### config.mk
export PLATFORM = sky130hd
export DESIGN_NAME = seq_divider_flat
export DESIGN_NICKNAME = d
export VERILOG_FILES = /design/src/rtl/seq_divider_pkg.sv /design/src/rtl/seq_divider_if.sv /design/src/rtl/seq_divider_div_step.sv /design/src/rtl/seq_divider.sv /design/src/flat_wrapper.sv
export SDC_FILE = /design/constraint.sdc
export NUM_CORES = 1
export LEC_CHECK = 0
export BUFFER_PORTS_ARGS = -buffer_cell sky130_fd_sc_hd__buf_4
export CORE_ASPECT_RATIO = 1.1
export CORE_MARGIN = 1
export CORE_UTILIZATION = 50
export CTS_BUF_LIST = sky130_fd_sc_hd__clkbuf_16
export CTS_CLUSTER_DIAMETER = 200
export CTS_CLUSTER_SIZE = 30
export DETAILED_ROUTE_END_ITERATION = 10
export MAX_ROUTING_LAYER = met4
export PLACE_DENSITY_LB_ADDON = 0.08
export RECOVER_POWER = 50
export SLEW_MARGIN = 20
export SYNTH_ARGS = -nofsm -noshare
export SYNTH_HDL_FRONTEND = slang
export SYNTH_SLANG_ARGS = --single-unit
### constraint.sdc
create_clock -name clk -period 2.78 [get_ports clk]
set_input_delay 0.278 -clock clk [delete_from_list [all_inputs] [get_ports clk]]
set_output_delay 0.278 -clock clk [all_outputs]
set_load 0.01 [all_outputs]
### src/rtl/seq_divider_pkg.sv
// Shared definitions for the sequential restoring divider.
package seq_divider_pkg;

    // Default operand/result width.
    localparam int unsigned DivWidth = 32;

    // Divider FSM states.
    typedef enum logic [1:0] {
        StIdle = 2'd0,
        StRun  = 2'd1,
        StDone = 2'd2
    } div_state_e;

endpackage

### src/rtl/seq_divider_if.sv
// Request/result bundle between datapath control (master) and the divider (slave).
interface seq_divider_if #(
    parameter int unsigned WIDTH = 32
);
    logic             start;
    logic [WIDTH-1:0] A;
    logic [WIDTH-1:0] B;
    logic             busy;
    logic             done;
    logic [WIDTH-1:0] Q;
    logic [WIDTH-1:0] R;
    logic             ZF;
    logic             DZ;

    modport master (
        output start, A, B,
        input  busy, done, Q, R, ZF, DZ
    );

    modport slave (
        input  start, A, B,
        output busy, done, Q, R, ZF, DZ
    );
endinterface

### src/rtl/seq_divider_div_step.sv
// One restoring-division iteration: shift in the next dividend bit, trial-subtract.
module seq_divider_div_step #(
    parameter int unsigned WIDTH = 32
) (
    input  logic [WIDTH:0]   rem_i,
    input  logic [WIDTH-1:0] q_i,
    input  logic [WIDTH-1:0] divisor_i,
    output logic [WIDTH:0]   rem_o,
    output logic [WIDTH-1:0] q_o
);
    logic [WIDTH:0] partial;
    logic [WIDTH:0] diff;

    // The remainder stays below the divisor, so its top bit is always zero going in.
    logic unused_rem_msb;
    assign unused_rem_msb = rem_i[WIDTH];

    // Trial subtract at WIDTH+1 bits; keep the difference only if it does not go negative.
    always_comb begin
        partial = {rem_i[WIDTH-1:0], q_i[WIDTH-1]};
        diff    = partial - {1'b0, divisor_i};
        if (partial >= {1'b0, divisor_i}) begin
            rem_o = diff;
            q_o   = {q_i[WIDTH-2:0], 1'b1};
        end else begin
            rem_o = partial;
            q_o   = {q_i[WIDTH-2:0], 1'b0};
        end
    end
endmodule

### src/rtl/seq_divider.sv
// Multi-cycle unsigned divider: one quotient bit per clock, registered Q/R/ZF/DZ.
module seq_divider
    import seq_divider_pkg::*;
#(
    parameter int unsigned WIDTH = DivWidth,
    parameter int unsigned CNT_W = 6
) (
    input  logic          clk,
    input  logic          rst_n,
    seq_divider_if.slave  bus
);
    div_state_e       state_q;
    logic [CNT_W-1:0] cnt_q;
    logic [CNT_W-1:0] cnt_d;
    logic [WIDTH:0]   rem_q;
    logic [WIDTH:0]   rem_d;
    logic [WIDTH-1:0] quo_q;
    logic [WIDTH-1:0] quo_d;
    logic [WIDTH-1:0] div_q;
    logic [WIDTH-1:0] q_out_q;
    logic [WIDTH-1:0] r_out_q;
    logic             zf_q;
    logic             dz_q;
    logic             busy_q;
    logic             done_q;

    seq_divider_div_step #(
        .WIDTH(WIDTH)
    ) u_step (
        .rem_i     (rem_q),
        .q_i       (quo_q),
        .divisor_i (div_q),
        .rem_o     (rem_d),
        .q_o       (quo_d)
    );

    // Iteration counter next value.
    always_comb begin
        cnt_d = cnt_q + CNT_W'(1);
    end

    // FSM, datapath registers and registered outputs.
    always_ff @(posedge clk) begin
        if (!rst_n) begin
            state_q <= StIdle;
            cnt_q   <= '0;
            rem_q   <= '0;
            quo_q   <= '0;
            div_q   <= '0;
            q_out_q <= '0;
            r_out_q <= '0;
            zf_q    <= 1'b1;
            dz_q    <= 1'b0;
            busy_q  <= 1'b0;
            done_q  <= 1'b0;
        end else begin
            done_q <= 1'b0;
            unique case (state_q)
                StIdle: begin
                    if (bus.start) begin
                        quo_q  <= bus.A;
                        div_q  <= bus.B;
                        rem_q  <= '0;
                        cnt_q  <= '0;
                        dz_q   <= 1'b0;
                        busy_q <= 1'b1;
                        if (bus.B == '0) begin
                            // Divide by zero: skip iterating, report saturated quotient.
                            state_q <= StDone;
                            done_q  <= 1'b1;
                            q_out_q <= '1;
                            r_out_q <= bus.A;
                            zf_q    <= 1'b0;
                            dz_q    <= 1'b1;
                        end else begin
                            state_q <= StRun;
                        end
                    end
                end
                StRun: begin
                    rem_q <= rem_d;
                    quo_q <= quo_d;
                    cnt_q <= cnt_d;
                    if (cnt_d == CNT_W'(WIDTH)) begin
                        state_q <= StDone;
                        done_q  <= 1'b1;
                        q_out_q <= quo_d;
                        r_out_q <= rem_d[WIDTH-1:0];
                        zf_q    <= (quo_d == '0);
                    end
                end
                StDone: begin
                    state_q <= StIdle;
                    busy_q  <= 1'b0;
                end
                default: begin
                    state_q <= StIdle;
                    busy_q  <= 1'b0;
                end
            endcase
        end
    end

    assign bus.busy = busy_q;
    assign bus.done = done_q;
    assign bus.Q    = q_out_q;
    assign bus.R    = r_out_q;
    assign bus.ZF   = zf_q;
    assign bus.DZ   = dz_q;
endmodule

### src/flat_wrapper.sv
// flat-port wrapper written by rule: the top's interface ports become plain ports
module seq_divider_flat import seq_divider_pkg::*;
#(
    parameter int unsigned WIDTH = DivWidth,
    parameter int unsigned CNT_W = 6
)
  (clk, rst_n, bus_start, bus_A, bus_B, bus_busy, bus_done, bus_Q, bus_R, bus_ZF, bus_DZ);
  seq_divider_if #(.WIDTH(WIDTH)) bus_i ();
  input  logic clk;
  input  logic rst_n;
  input wire logic [$bits(bus_i.start)-1:0] bus_start;
  input wire logic [$bits(bus_i.A)-1:0] bus_A;
  input wire logic [$bits(bus_i.B)-1:0] bus_B;
  output wire logic [$bits(bus_i.busy)-1:0] bus_busy;
  output wire logic [$bits(bus_i.done)-1:0] bus_done;
  output wire logic [$bits(bus_i.Q)-1:0] bus_Q;
  output wire logic [$bits(bus_i.R)-1:0] bus_R;
  output wire logic [$bits(bus_i.ZF)-1:0] bus_ZF;
  output wire logic [$bits(bus_i.DZ)-1:0] bus_DZ;
  assign bus_i.start = bus_start;
  assign bus_i.A = bus_A;
  assign bus_i.B = bus_B;
  assign bus_busy = bus_i.busy;
  assign bus_done = bus_i.done;
  assign bus_Q = bus_i.Q;
  assign bus_R = bus_i.R;
  assign bus_ZF = bus_i.ZF;
  assign bus_DZ = bus_i.DZ;
  seq_divider #(.WIDTH(WIDTH), .CNT_W(CNT_W)) u_core (.clk(clk), .rst_n(rst_n), .bus(bus_i));
endmodule
== Yosys cells after proc, flatten, opt, wreduce, memory -nomap -nowiden ==
Cells that the tools add are included.
Word-level totals
  input bits: 67
  memories kept: 0
  memory bits (writable): 0
  output and inout port bits: 68
  latch bits: 0
  bits in read-only memories: 0
  bits in registers: 172
Cells by class
  divide/modulo/power cells: 0
  bitwise logic cells: 1
  mux-type cells: 30
  $lt $le $gt $ge: 1
  add/subtract/negate cells: 2
  multipliers: 0
  reductions and logical operators: 9
  eq/ne operators: 5
  shifts and indexed selects: 0
Operators with widths (number)
  32-bit 2-to-1 mux: 9
  32-bit one-hot mux with 2 select lines: 4
  32-bit logical NOT: 2
  33-bit by 32-bit >= comparator with 1-bit output: 1
  32-bit subtractor: 1
  6-bit one-hot mux with 2 select lines: 1
  1-bit 2-to-1 mux: 8
  2-bit AND reduction: 4
  6-bit by 1-bit adder with 6-bit output, second input constant: 1
  6-bit equality test, second input constant: 1
  2-bit 2-to-1 mux: 3
  6-bit 2-to-1 mux: 1
  1-bit one-hot mux with 2 select lines: 3
  2-bit by 1-bit inequality test with 1-bit output, second input constant: 2
  2-bit one-hot mux with 2 select lines: 1
  4-bit AND reduction: 1
  2-bit by 1-bit equality test with 1-bit output, second input constant: 1
  2-bit logical NOT: 1
  2-bit inequality test, second input constant: 1
  2-bit nonzero test: 1
  1-bit NOT: 1

== Logic depth before layout (Yosys ltp) ==
  word-level depth: 5
  mapped depth: 13

== Cells and area by module ==
Synthesis repeated with hierarchy kept, for this count alone.
Unflattened totals
  cells, all modules: 1141
  area total of the unflattened synthesis: 10252.3 µm²
By module, submodules not included
  seq_divider: area an instance 7292.0 µm², instances 1, cells an instance 729, sequential area each 3463.3 µm²
  seq_divider_div_step: area an instance 2960.3 µm², instances 1, cells an instance 412, sequential area each 0.0 µm²

== Worst setup path before layout ==
OpenSTA, ideal clock, no wires.
  path type: register to register
  from: register u_core.div_q[1]
  to: register u_core.r_out_q[25], in the netlist u_core.bus.R[25]
  data required time: 2.660 ns
  stages on the path, launching flop included: 13
  data arrival time: 2.899 ns
  clock period less this slack: 3.019 ns
  slack: -0.239 ns
  library setup time: 0.120 ns
  path through: dfxtp_1 > inv_1 > ha_1 > nor2b_1 > o31a_1 > o41a_1 > a211o_1 > a211o_1 > and3_4 > buf_6 > o211a_1 > nor3_1 > o21ai_1
Between the ends
  longest elaborated chain between the ends: 4
  elaborated cells between the ends (all ways): 5
  classes of those cells: 1 x add/sub; 1 x order compare; 3 x mux
RTL lines
  from (decl): RTL line seq_divider.sv:19  | logic [WIDTH-1:0] div_q;
  from (signal assigned): RTL line seq_divider.sv:62  | div_q <= bus.B;
  32-bit subtractor / 33-bit by 32-bit >= comparator with 1-bit output (equally long branches): RTL line seq_divider_div_step.sv:21, seq_divider_div_step.sv:22
  32-bit 2-to-1 mux *: RTL line seq_divider_div_step.sv:22  | if (partial >= {1'b0, divisor_i}) begin
  32-bit 2-to-1 mux *: RTL line seq_divider.sv:84  | if (cnt_d == CNT_W'(WIDTH)) begin
  32-bit one-hot mux with 2 select lines *: RTL line seq_divider.sv:58  | unique case (state_q)
  to (signal assigned): RTL line seq_divider.sv:72  | r_out_q <= bus.A;
  to (signal assigned): RTL line seq_divider.sv:88  | r_out_q <= rem_d[WIDTH-1:0];
  to (decl): RTL line seq_divider.sv:21  | logic [WIDTH-1:0] r_out_q;
Every way passes the cells marked *; elsewhere a longest branch is shown, timed or not. The select of a mux whose other input is x is not followed.
A chain may end at the register's enable or synchronous reset.

== Worst setup path after layout ==
  from: register u_core.div_q[1]
  to: register u_core.r_out_q[15], in the netlist u_core.bus.R[15]
The elaborated chain is that of the path after synthesis.

==> impl_metrics.yaml <==
synth:
  synth_flop_cell: "dfxtp_1"
  synthesis.area_mm2: 0.00886
  synth.distinct_cells: 61
  synth_seq_cells: 172
  syn_area_per_cell_um2: 7.85
  async_flop_share_pct: 0
  synth_nets: 1229
  synth_cells: 1128
  seq_area_frac_synth_pct: 38.9
  synth_warnings: 0
  synth-edff-count: 0
drt:
  wl_per_cell_um: 17.6
  drt_iter0_drc: 738
  vias: 9028
  final_antenna_net_count: 0
  first_pass_iters: 5
  drc: 0
  totalWireLength_um: 27300
  avgViaCountPerCell: 5.81
timing:
  final-max-slew-violation-count: 0
  hold_ws_ns: 0.0889
  fmax_mhz: 330
  maxSlewHeadroom_pct: 9.19
  post-route-period-util_pct: 109
  clock_skew_ns: 0.0102
  rsz0062_at_grt: "true"
  finalSetupTns_ns: -10.07
  tightest_slew_ns: 1.36
  timing.final.crit_period_ns: 3.03
  hold_violations: 0
  timing.final.ws_setup_ns: -0.249
  setup_viol_count_final: 67
finish:
  final_area_mm2: 0.0114
  layout-area-overhead-vs-synth_pct: 28.7
  fin_nets: 1408
  fillers: 1573
  seq_area_mm2: 0.00345
  multi_input_area_mm2: 0.00524
  layout_common_cells: "nand2_1 (206), dfxtp_1 (170), buf_4 (159)"
  diodes: 0
  layout-drive-gt1-share_pct: 22.4
  final_common_cell: "nand2_1"
worst_setup_path:
  rr_startpoint: "u_core.div_q[1]$_SDFFE_PN0P_"
  cp_cell_sequence: "inv_2, ha_4, nor2b_4, o31a_1, o41a_1, a211o_4, a211o_1, nand3_2, nand2_2, buf_6, mux2i_1, buf_4, a221oi_1"
  r2r-end: "u_core.bus.R[15]$_SDFFE_PN0P_"
  worstSetupStartpointType: "register"
  startpoint: "u_core.div_q[1]$_SDFFE_PN0P_"
  endpoint: "u_core.bus.R[15]$_SDFFE_PN0P_"
  max_stage_delay_ns: 0.38
  rr_worst_depth: 13
  crit_type: "register to register"
  r2r_slack_ns: -0.25
  end_kind: "register"
  worstPathMaxFanout: 5
  crit_required_ns: 3.12
  arrival_ns: 3.37
  crit_slowest_cell: "a211o_4"
power_and_ir_drop:
  cellLeakagePower_nw: 4.69
  vdd_drop_max_mv: 1.25
  p_total_mw: 16.5
  powerDensity_mw_per_mm2: 1450
clock_tree:
  clkSinkCount: 172
  cts-hold-fix-buffers: 0
  root_buffer: "clkbuf_16"
  clk_latency_ns: 0.44
  cts_tree: "built"
  cts_max_level: 4
  cts_max_path_buffers: 2
  path_clk_slew_ns: 0.07
  numCtsBuffers: 17
status:
  status: "complete, but fails checks"
  violations: "setup timing"
placed_design:
  post-dp-hpwl_um: 19500
  dpl-instance-area_mm2: 0.0108
  port_buffers: 134
  routabilityCongestion: 0.944
floorplan:
  dieArea_mm2: 0.0183
  core-area_mm2: 0.0172
  io_pins: 135
  die_h_um: 142
  num_rows: 50
  die_w_um: 129
  start_util_pct: 51.5
worst_hold_path:
  hold_path_class: "input pin to register"
flow_run:
  maxCapViolCount: 0
global_routing:
  grt.total_usage_pct: 31.3
  grt_max_degree: 84
  grt_pass1_vias: 8165
  grt-ovfl-total: 0
  antenna_found_initial: 0
  grt_pass1_wl_um: 43200
worst max-delay path, delay by kind of cell (launching register included):
family / cells / cell delay [ns]
multiplexers: 1 / 0.11
adder cells (fa/ha/maj): 1 / 0.20
flip-flops: 1 / 0.33
AO/OA/AOI/OAI: 5 / 1.58
buffers and inverters: 3 / 0.39
AND/OR/NAND/NOR: 3 / 0.34
power by group:
group | total [mW] | switching, mW | leakage, nW | internal [mW]
Combinational | 11.2 | 6.08 | 3.01 | 5.08
Clock | 2.35 | 1.15 | 0.277 | 1.20
Sequential | 3.04 | 0.295 | 1.40 | 2.74
how the worst min path moves through the flow:
stage                     cells past startpoint                            end                     startpoint  slack [ns]
after floorplan                               2   u_core.div_q[1]$_SDFFE_PN0P_                       bus_B[1]        0.41
after global placement                        2   u_core.div_q[8]$_SDFFE_PN0P_   u_core.div_q[8]$_SDFFE_PN0P_        0.44
after detailed placement                      2  u_core.div_q[27]$_SDFFE_PN0P_  u_core.div_q[27]$_SDFFE_PN0P_        0.45
after CTS                                     3  u_core.div_q[12]$_SDFFE_PN0P_                      bus_B[12]        0.08
after global routing                          3  u_core.div_q[13]$_SDFFE_PN0P_                      bus_B[13]        0.09
final                                         3  u_core.div_q[12]$_SDFFE_PN0P_                      bus_B[12]        0.09
cell type report:
| cell class | count | area share, % |
|---|---|---|
| clock buffers | 17 | 3.73 |
| inverters | 44 | 1.45 |
| flip-flops and latches | 172 | 30.2 |
| clock inverters | 15 | 1.31 |
| repair buffers | 244 | 14.8 |
| multi-input cells | 828 | 45.9 |
| well taps | 234 | 2.57 |
layer usage:
metal | wire length, µm | global-route usage (%)
met1 | 12600 | 41.8
met4 | 420 | 9.47
met2 | 12700 | 49.3
met5 | 0 | -
met3 | 1600 | 4.03
repair_timing:
action                                  in CTS  in global routing
pin swaps                                   14                 14
gates resized for setup                     35                 36
cloned                                       1                  0
buffers inserted                             2                  3
endpoints found under the setup margin      67                 67
state kept, by name (all words and copies together) (netlist names):
name and count:
u_core.bus.busy 1, u_core.cnt_q 6, u_core.bus.Q 32, u_core.bus.ZF 1, u_core.div_q 32, u_core.state_q 2
u_core.quo_q 32, u_core.bus.DZ 1, u_core.bus.R 32, u_core.rem_q 32, u_core.bus.done 1
cell families (layout without fill, tap and decap cells):
logic type | after synthesis | after routing | share of synthesized area [%]
simple gates | 398 | 399 | 19.9
compound gates | 368 | 368 | 28.0
flops | 172 | 172 | 38.9
buf+inv | 129 | 320 | 5.66
fa+ha+maj | 34 | 34 | 4.89
xor+xnor | 24 | 24 | 2.37
mux | 3 | 3 | 0.339
Yosys cell counts, drive strengths merged (4+ instances only):
cell type,number,area (µm²)
a31oi,12,75.1
o221a,31,349
dfxtp,172,3440
nand4,7,43.8
a211o,4,35.0
buf,8,47.5
o211ai,20,150
and2,4,25.0
o21a,4,30.0
a311oi,32,280
xor2,10,87.6
a221oi,4,35.0
nor2b,6,37.5
o21ai,76,380
nor4,17,106
xnor2,14,123
and3,22,143
nor2,70,270
a21oi,112,561
inv,44,165
nand3,35,180
o31ai,5,37.5
a21o,25,188
nand2b,5,31.3
ha,33,413
a31o,6,52.6
nor3,18,90.1
nand2,207,777
a211oi,14,105
clkbuf,77,289
through the flow:
stage	setup slack, ns	util, %	cells
2_1_floorplan	-0.0651	-	1128
3_3_place_gp	-0.276	62.6	1517
3_5_place_dp	-0.285	62.6	1517
4_1_cts	-0.254	66.8	1552
5_1_grt	-0.359	66.3	1554
6_report	-0.249	66.3	1554
(Power assumes the default switching activity.)
